### config.mk
export PLATFORM = sky130hd
export DESIGN_NAME = seq_priority_encoder_flat
export DESIGN_NICKNAME = d
export VERILOG_FILES = /design/src/rtl/seq_priority_encoder_pkg.sv /design/src/rtl/seq_priority_encoder_if.sv /design/src/rtl/seq_priority_encoder_priority_enc_n.sv /design/src/rtl/seq_priority_encoder.sv /design/src/flat_wrapper.sv
export SDC_FILE = /design/constraint.sdc
export NUM_CORES = 1
export LEC_CHECK = 0
export CAP_MARGIN = 10
export CELL_PAD_IN_SITES_DETAIL_PLACEMENT = 1
export CELL_PAD_IN_SITES_GLOBAL_PLACEMENT = 1
export CORE_MARGIN = 1
export CORE_UTILIZATION = 25
export DETAILED_ROUTE_END_ITERATION = 16
export PLACE_DENSITY_LB_ADDON = 0.25
export SETUP_SLACK_MARGIN = 0.02
export SLEW_MARGIN = 10
export SYNTH_ARGS = -nofsm -noshare
export SYNTH_HDL_FRONTEND = slang
export SYNTH_SLANG_ARGS = --single-unit
### constraint.sdc
create_clock -name clk -period 1.4 [get_ports clk]
set_clock_uncertainty 0.15 [all_clocks]
set_input_delay 0.28 -clock clk [delete_from_list [all_inputs] [get_ports clk]]
set_output_delay 0.28 -clock clk [all_outputs]
set_load 0.005 [all_outputs]
### src/rtl/seq_priority_encoder_pkg.sv
// Shared constants and FSM state type for the encoder/decoder family.
package seq_priority_encoder_pkg;
    localparam int ENC_N = 4;
    localparam int ENC_W = $clog2(ENC_N);

    typedef enum logic {
        IDLE = 1'b0,
        SCAN = 1'b1
    } state_t;
endpackage

### src/rtl/seq_priority_encoder_if.sv
// Request-vector in / index-stream out handshake bundle.
interface seq_priority_encoder_if #(parameter int N = 4);
    localparam int W = $clog2(N);

    logic         in_valid;
    logic         in_ready;
    logic [N-1:0] in_vec;
    logic         out_valid;
    logic         out_ready;
    logic [W-1:0] out_idx;
    logic         out_last;
    logic         err_zero;

    modport master (
        output in_valid, in_vec, out_ready,
        input  in_ready, out_valid, out_idx, out_last, err_zero
    );

    modport slave (
        input  in_valid, in_vec, out_ready,
        output in_ready, out_valid, out_idx, out_last, err_zero
    );
endinterface

### src/rtl/seq_priority_encoder_priority_enc_n.sv
// Combinational LSB-first priority encoder: lowest set bit index plus a
// flag that exactly one bit remains.
module priority_enc_n #(
    parameter int N = 4,
    localparam int W = $clog2(N)
) (
    input  logic [N-1:0] pending,
    output logic [W-1:0] idx,
    output logic         one_left
);
    always_comb begin
        idx = '0;
        // Walk downwards so the lowest set bit is the last to write idx.
        for (int i = N - 1; i >= 0; i--) begin
            if (pending[i]) idx = W'(i);
        end
    end

    assign one_left = (pending != '0) && ((pending & (pending - N'(1))) == '0);
endmodule

### src/rtl/seq_priority_encoder.sv
// Latches a multi-hot request vector and streams out the index of every set
// bit, lowest first, one beat per handshake.
module seq_priority_encoder
    import seq_priority_encoder_pkg::*;
#(
    parameter int N = ENC_N
) (
    input  logic                  clk,
    input  logic                  rst,
    seq_priority_encoder_if.slave bus
);
    localparam int W = $clog2(N);

    state_t       state, state_nxt;
    logic [N-1:0] pending, pending_nxt;
    logic         err_zero, err_nxt;
    logic         init_done;
    logic [W-1:0] idx;
    logic         one_left;
    logic         accept;

    priority_enc_n #(.N(N)) u_enc (
        .pending  (pending),
        .idx      (idx),
        .one_left (one_left)
    );

    // init_done keeps in_ready low through the whole reset cycle, so every
    // output stays a function of registered state only.
    always_ff @(posedge clk) begin
        if (rst) begin
            state     <= IDLE;
            pending   <= '0;
            err_zero  <= 1'b0;
            init_done <= 1'b0;
        end else begin
            state     <= state_nxt;
            pending   <= pending_nxt;
            err_zero  <= err_nxt;
            init_done <= 1'b1;
        end
    end

    assign accept = bus.in_valid && init_done && (state == IDLE);

    always_comb begin
        state_nxt   = state;
        pending_nxt = pending;
        err_nxt     = 1'b0;
        case (state)
            IDLE: begin
                if (accept) begin
                    if (bus.in_vec != '0) begin
                        pending_nxt = bus.in_vec;
                        state_nxt   = SCAN;
                    end else begin
                        err_nxt = 1'b1;
                    end
                end
            end
            SCAN: begin
                if (bus.out_ready) begin
                    // Clearing the lowest set bit is the same as clearing bit idx.
                    pending_nxt = pending & (pending - N'(1));
                    if (one_left) state_nxt = IDLE;
                end
            end
            default: state_nxt = IDLE;
        endcase
    end

    assign bus.in_ready  = init_done && (state == IDLE);
    assign bus.out_valid = (state == SCAN);
    assign bus.out_idx   = idx;
    assign bus.out_last  = (state == SCAN) && one_left;
    assign bus.err_zero  = err_zero;
endmodule

### src/flat_wrapper.sv
// flat-port wrapper written by rule: the top's interface ports become plain ports
module seq_priority_encoder_flat import seq_priority_encoder_pkg::*;
#(
    parameter int N = ENC_N
)
  (clk, rst, bus_in_valid, bus_in_vec, bus_out_ready, bus_in_ready, bus_out_valid, bus_out_idx, bus_out_last, bus_err_zero);
  seq_priority_encoder_if #(.N(N)) bus_i ();
  input  logic clk;
  input  logic rst;
  input wire logic [$bits(bus_i.in_valid)-1:0] bus_in_valid;
  input wire logic [$bits(bus_i.in_vec)-1:0] bus_in_vec;
  input wire logic [$bits(bus_i.out_ready)-1:0] bus_out_ready;
  output wire logic [$bits(bus_i.in_ready)-1:0] bus_in_ready;
  output wire logic [$bits(bus_i.out_valid)-1:0] bus_out_valid;
  output wire logic [$bits(bus_i.out_idx)-1:0] bus_out_idx;
  output wire logic [$bits(bus_i.out_last)-1:0] bus_out_last;
  output wire logic [$bits(bus_i.err_zero)-1:0] bus_err_zero;
  assign bus_i.in_valid = bus_in_valid;
  assign bus_i.in_vec = bus_in_vec;
  assign bus_i.out_ready = bus_out_ready;
  assign bus_in_ready = bus_i.in_ready;
  assign bus_out_valid = bus_i.out_valid;
  assign bus_out_idx = bus_i.out_idx;
  assign bus_out_last = bus_i.out_last;
  assign bus_err_zero = bus_i.err_zero;
  seq_priority_encoder #(.N(N)) u_core (.clk(clk), .rst(rst), .bus(bus_i));
endmodule
### Yosys cells after proc, flatten, opt, wreduce, memory -nomap -nowiden

Index checks and enable logic that the tools add are counted.

* register bits after elaboration: 7
* input port bits: 8
* output and inout port bits: 6
* word-level logic and storage cells: 36

* $add $sub $neg: 1
* equality and inequality tests: 3
* mux-type cells: 15
* bitwise operators: 3
* reductions and logical operators: 10

Operators with widths (number)
* $mux 4: 3
* $mux 2: 4
* $pmux 4 s2: 1
* $reduce_bool 4->1: 2
* $mux 1: 6
* $logic_and 1x1->1: 5
* $and 4x4->4: 1
* $logic_not 4->1: 1
* $ne 2x1->1 const B: 2
* $sub 4x1->4 const B: 1
* $reduce_and 3->1: 1
* $reduce_or 3->1: 1
* $ne 2x2->1 const B: 1
* $not 1->1: 2
* $pmux 1 s2: 1

### Longest topological paths before layout

* word-level depth: 7
* gate-level depth with buffers: 5
* depth with buffers taken out: 4

### By module

Synthesis repeated with hierarchy kept, for this count alone.

* cell total of the unflattened synthesis: 42
* area total of the unflattened synthesis: 381.6 µm²

Modules (own cells, without submodules)
* seq_priority_encoder: times used 1, cells an instance 33, area an instance 320.3 µm², seq. area each 140.1 µm²
* priority_enc_n: times used 1, cells an instance 9, area an instance 61.3 µm², seq. area each 0.0 µm²

### Worst setup path before layout

Ideal clock, no wire load.

* kind: input to register
* from: input bus_in_vec[1]
* to: register u_core.pending[2]
* setup time: 70 ps
* arrival: 1254 ps
* data required time: 1180 ps
* setup slack: -74 ps
* stages: 4
* buffers on the path: 0
* cells stage by stage: or4_4 > a22oi_4 > o21ai_0 > a21oi_1

* word-level cells in the longest chain between the ends: 3

RTL lines
* from (decl): line flat_wrapper.sv:11 `input wire logic [$bits(bus_i.in_vec)-1:0] bus_in_vec;`
* $reduce_bool 4->1: line seq_priority_encoder.sv:53 `if (bus.in_vec != '0) begin`
* $ne 2x1->1 (no source line)
* $reduce_and 3->1 (no source line)
* to (signal assigned): line seq_priority_encoder.sv:38 `pending <= pending_nxt;`
* to (decl): line seq_priority_encoder.sv:15 `logic [N-1:0] pending, pending_nxt;`

No other way between the ends.
A chain may end at the register's enable or synchronous reset.

### Worst setup path in the final report

* from: register u_core.pending[2]
* to: output bus_out_last

* word-level cells in the longest chain between the ends: 5
* elaborated cells between the ends (all ways): 6
* classes of those cells: 1 x add/sub; 1 x bitwise; 4 x reduce/logical

RTL lines
* $sub 4x1->4: line seq_priority_encoder_priority_enc_n.sv:19 `assign one_left = (pending != '0) && ((pending & (pending - N'(1))) == '0);`
* $and 4x4->4: line seq_priority_encoder_priority_enc_n.sv:19
* $logic_not 4->1: line seq_priority_encoder_priority_enc_n.sv:19
* $logic_and 1x1->1 (*): line seq_priority_encoder_priority_enc_n.sv:19
* $logic_and 1x1->1 (*): line seq_priority_encoder.sv:75 `assign bus.out_last = (state == SCAN) && one_left;`
* to (decl): line flat_wrapper.sv:16 `output wire logic [$bits(bus_i.out_last)-1:0] bus_out_last;`

Mark *: on every way between the ends. The rest lies on a longest branch, timed or not.

==> Flow_metrics.wiki <==
{| class="wikitable"
! Metric !! Value
|-
| Timing startpoint of the critical path || u_core.pending[2]
|-
| Highest achievable clock rate || 560 MHz
|-
| Floorplan die width || 40.1 um
|-
| Layout cells sized above 1 || 0.688
|-
| Seq cells post-synth || 7
|-
| Tightest Pin Transition || 0.244 ns
|-
| VDD IR max || 393 uV
|-
| Number of buffers added by the clock tree synthesis step || 3
|-
| Instance count after placement with tap cells included || 87
|-
| Per-cell via count in the routed design || 4.96
|-
| Final Net Count || 89
|-
| Power share of the combinational group || 0.336
|-
| Standard cell with the maximum stage delay on the critical path || dfxtp_4
|-
| Longest Clk Path Bufs || 2
|-
| Count of clock tree sinks || 7
|-
| Antenna violations before repair || 0
|-
| Mean routed wirelength per cell || 17.8 um
|-
| Pin count of the biggest net entering global routing || 8
|-
| Detailed placer's ending HPWL || 956 um
|-
| Unrepaired setup endpoints after global routing || yes
|-
| Register-to-register setup slack || -0.06 ns
|-
| Part of the power in the clock network || 0.320
|-
| Leading cell types in the layout, fill and taps excluded || buf_4 (11), buf_6 (11), buf_2 (7)
|-
| Worst reg2reg path endpoint || u_core.pending[3]
|-
| Post-layout instance area || 801 um^2
|-
| Tcrit/Tclk final || 1.28
|-
| CTS tree || built
|-
| Clock latency on the worst-skew pair || 0.27 ns
|-
| I/O pin count || 14
|-
| DP Worst Slack || -0.561 ns
|-
| Router iterations before antenna repair || 2
|-
| Avg Cell Area, Syn || 8.64 um^2
|-
| Startpoint of the worst-slack reg-to-reg timing path || u_core.bus.out_valid
|-
| Row cnt || 13
|-
| Number of buffers added to fix hold violations after cts || 0
|-
| Violated checks || negative setup slack
|-
| Count of distinct cell types in the synthesized netlist || 24
|-
| Sequential-to-total area share from yosys stat || 0.386
|-
| Data required time of the critical path || 0.97 ns
|-
| Cell Area, Placed || 649 um^2
|-
| Number of buffers inserted by port buffering || 13
|-
| Total wire length after detailed routing || 1690 um
|-
| Vias post-DR || 471
|-
| Sequential power share || 0.344
|-
| Antenna Diode Count || 0
|-
| Run status || complete, but fails checks
|-
| Worst path setup slack after routing || -0.386 ns
|-
| Cell-internal power || 441 uW
|-
| Tot Pwr || 646 uW
|-
| Period minus WS final || 1.79 ns
|-
| Kind of launch point of the worst setup path || register
|-
| Top layer used by detailed routing || met4
|-
| All-layer global routing usage || 0.256
|-
| Aggregate negative setup slack || -0.835 ns
|-
| Switching power as a share of total power || 0.317
|-
| Post-route met1 wirelength || 668 um
|-
| Synthesized net count || 50
|-
| Detailed route wirelength on metal3 || 73 um
|-
| Syn Inst Count || 42
|-
| Remaining antenna violation count after routing || 0
|-
| DR WL met2 || 904 um
|-
| Critical path destination || bus_out_last
|-
| Initial DRC count || 6
|-
| Vias in the first global route || 513
|-
| Final-report setup violation count || 7
|-
| Net switching power of the design || 205 uW
|-
| Initial core utilization || 0.275
|-
| Yosys warning count || 0
|-
| Die extent in y || 40.1 um
|-
| Critical setup path kind || reg -> out
|-
| Power density cells || 807 nW/um^2
|-
| Largest stage delay, worst path || 0.36 ns
|-
| Worst hold path type || in -> reg
|-
| Final Wtd Congestion || 0.738
|-
| Overall die area || 1610 um^2
|-
| Layout overhead on the synthesized area || 121%
|-
| Number of DRC violations after detailed routing || 0
|-
| Fin Hold WS || 0.207 ns
|-
| H-tree depth || 1
|-
| Final core occ || 0.608
|-
| Global-route wire length before repair || 2410 um
|-
| Sequence of cells on the critical path || nor4b_4, a31oi_2, o31ai_2, and2_1, buf_2
|-
| Max-Cap Viols || 0
|-
| Crit. End Element || output port
|-
| Static leakage || 0.343 nW
|-
| Worst relative slew slack || 0.837
|-
| Worst Path Max Fanout || 3
|-
| Clock transition at the registers of the reported paths || 0.06 ns
|-
| Fin. max-slew vios || 0
|-
| Cell area after technology mapping || 363 um^2
|-
| Cells on worst reg2reg path || 6
|-
| Root buffer selected by CTS || clkbuf_4
|-
| Total count of hold-check failures in the final report || 0
|-
| Std-Cell Core Area || 1320 um^2
|-
| Overflow left after global routing || 0
|-
| Critical Path AT || 1.36 ns
|-
| Final standard cell count with taps included and fillers excluded || 95
|}
-- synthesized netlist by cell type --
cell type | number | area, um^2
nor2b_1 | 1 | 6.26
a22oi_1 | 1 | 7.51
a211oi_1 | 1 | 7.51
o31ai_1 | 2 | 15.0
a21oi_1 | 5 | 25.0
nor4b_1 | 1 | 8.76
clkbuf_2 | 1 | 5.00
a21boi_0 | 1 | 7.51
a311oi_1 | 1 | 8.76
dfxtp_1 | 7 | 140
nor2_1 | 4 | 15.0
inv_1 | 4 | 15.0
xnor2_1 | 1 | 8.76
or4_4 | 1 | 11.3
nand3_1 | 1 | 5.00
a22oi_4 | 1 | 21.3
o21ai_0 | 1 | 5.00
a221oi_1 | 1 | 8.76
and2_1 | 1 | 6.26
nor3b_1 | 1 | 7.51
nor3_1 | 1 | 5.00
nand2_1 | 2 | 7.51
and3b_1 | 1 | 8.76
a31oi_1 | 1 | 6.26
-- power by group through the flow --
stage	Clock [mW]	Sequential (mW)	Combinational [mW]
floorplan	0	0.228	0.0567
global placement	0	0.225	0.167
detailed placement	0	0.226	0.171
CTS	0.210	0.223	0.193
global route	0.226	0.224	0.234
finish	0.207	0.222	0.217
-- worst min-delay path by stage --
stage | from | endpoint | slack [ns] | cells after the start
2_1_floorplan | rst | u_core.bus.out_valid | 0.19 | 1
3_3_place_gp | u_core.pending[2] | u_core.pending[2] | 0.47 | 3
3_5_place_dp | u_core.pending[2] | u_core.pending[2] | 0.50 | 3
4_1_cts | bus_in_vec[2] | u_core.pending[2] | 0.20 | 3
5_1_grt | bus_in_vec[0] | u_core.pending[0] | 0.23 | 4
6_report | bus_in_vec[0] | u_core.pending[0] | 0.21 | 4
-- cell families after synthesis --
family | count (synthesis) | share of synthesized area
compound gates | 15 | 0.310
xor+xnor | 1 | 0.0241
buf+inv | 5 | 0.0551
flops | 7 | 0.386
simple gates | 14 | 0.224
-- registers in the layout (all words and copies together) (netlist names) --
signal / cells
u_core.bus.out_valid: 1
u_core.bus.err_zero: 1
u_core.pending: 4
u_core.init_done: 1
-- cell type report --
type | instances | area (um^2)
Fill cell | 153 | 517
Timing Repair Buffer | 35 | 299
Multi-Input combinational cell | 30 | 283
Sequential cell | 7 | 156
Clock buffer | 4 | 26.3
Tap cell | 15 | 18.8
Inverter | 4 | 17.5
-- repair_timing --
action | 4_1_cts | 5_1_grt
pin swaps | 11 | 6
buffers inserted | 2 | 3
endpoints found under the setup margin | 12 | 9
gates resized for setup | 56 | 15
-- critical path, delay by kind of cell, from the launching register on --
kind            cells  cell delay, ns
buf+inv             1            0.11
compound gates      2            0.15
simple gates        2            0.47
flops               1            0.36
-- per-layer routing --
metal | up-vias | global-route usage
met5 | - | 0
met4 | 0 | 0.181
met3 | 5 | 0.100
met2 | 11 | 0.431
met1 | 222 | 0.253
li1 | 233 | -
Power figures use the tool's default switching activity.
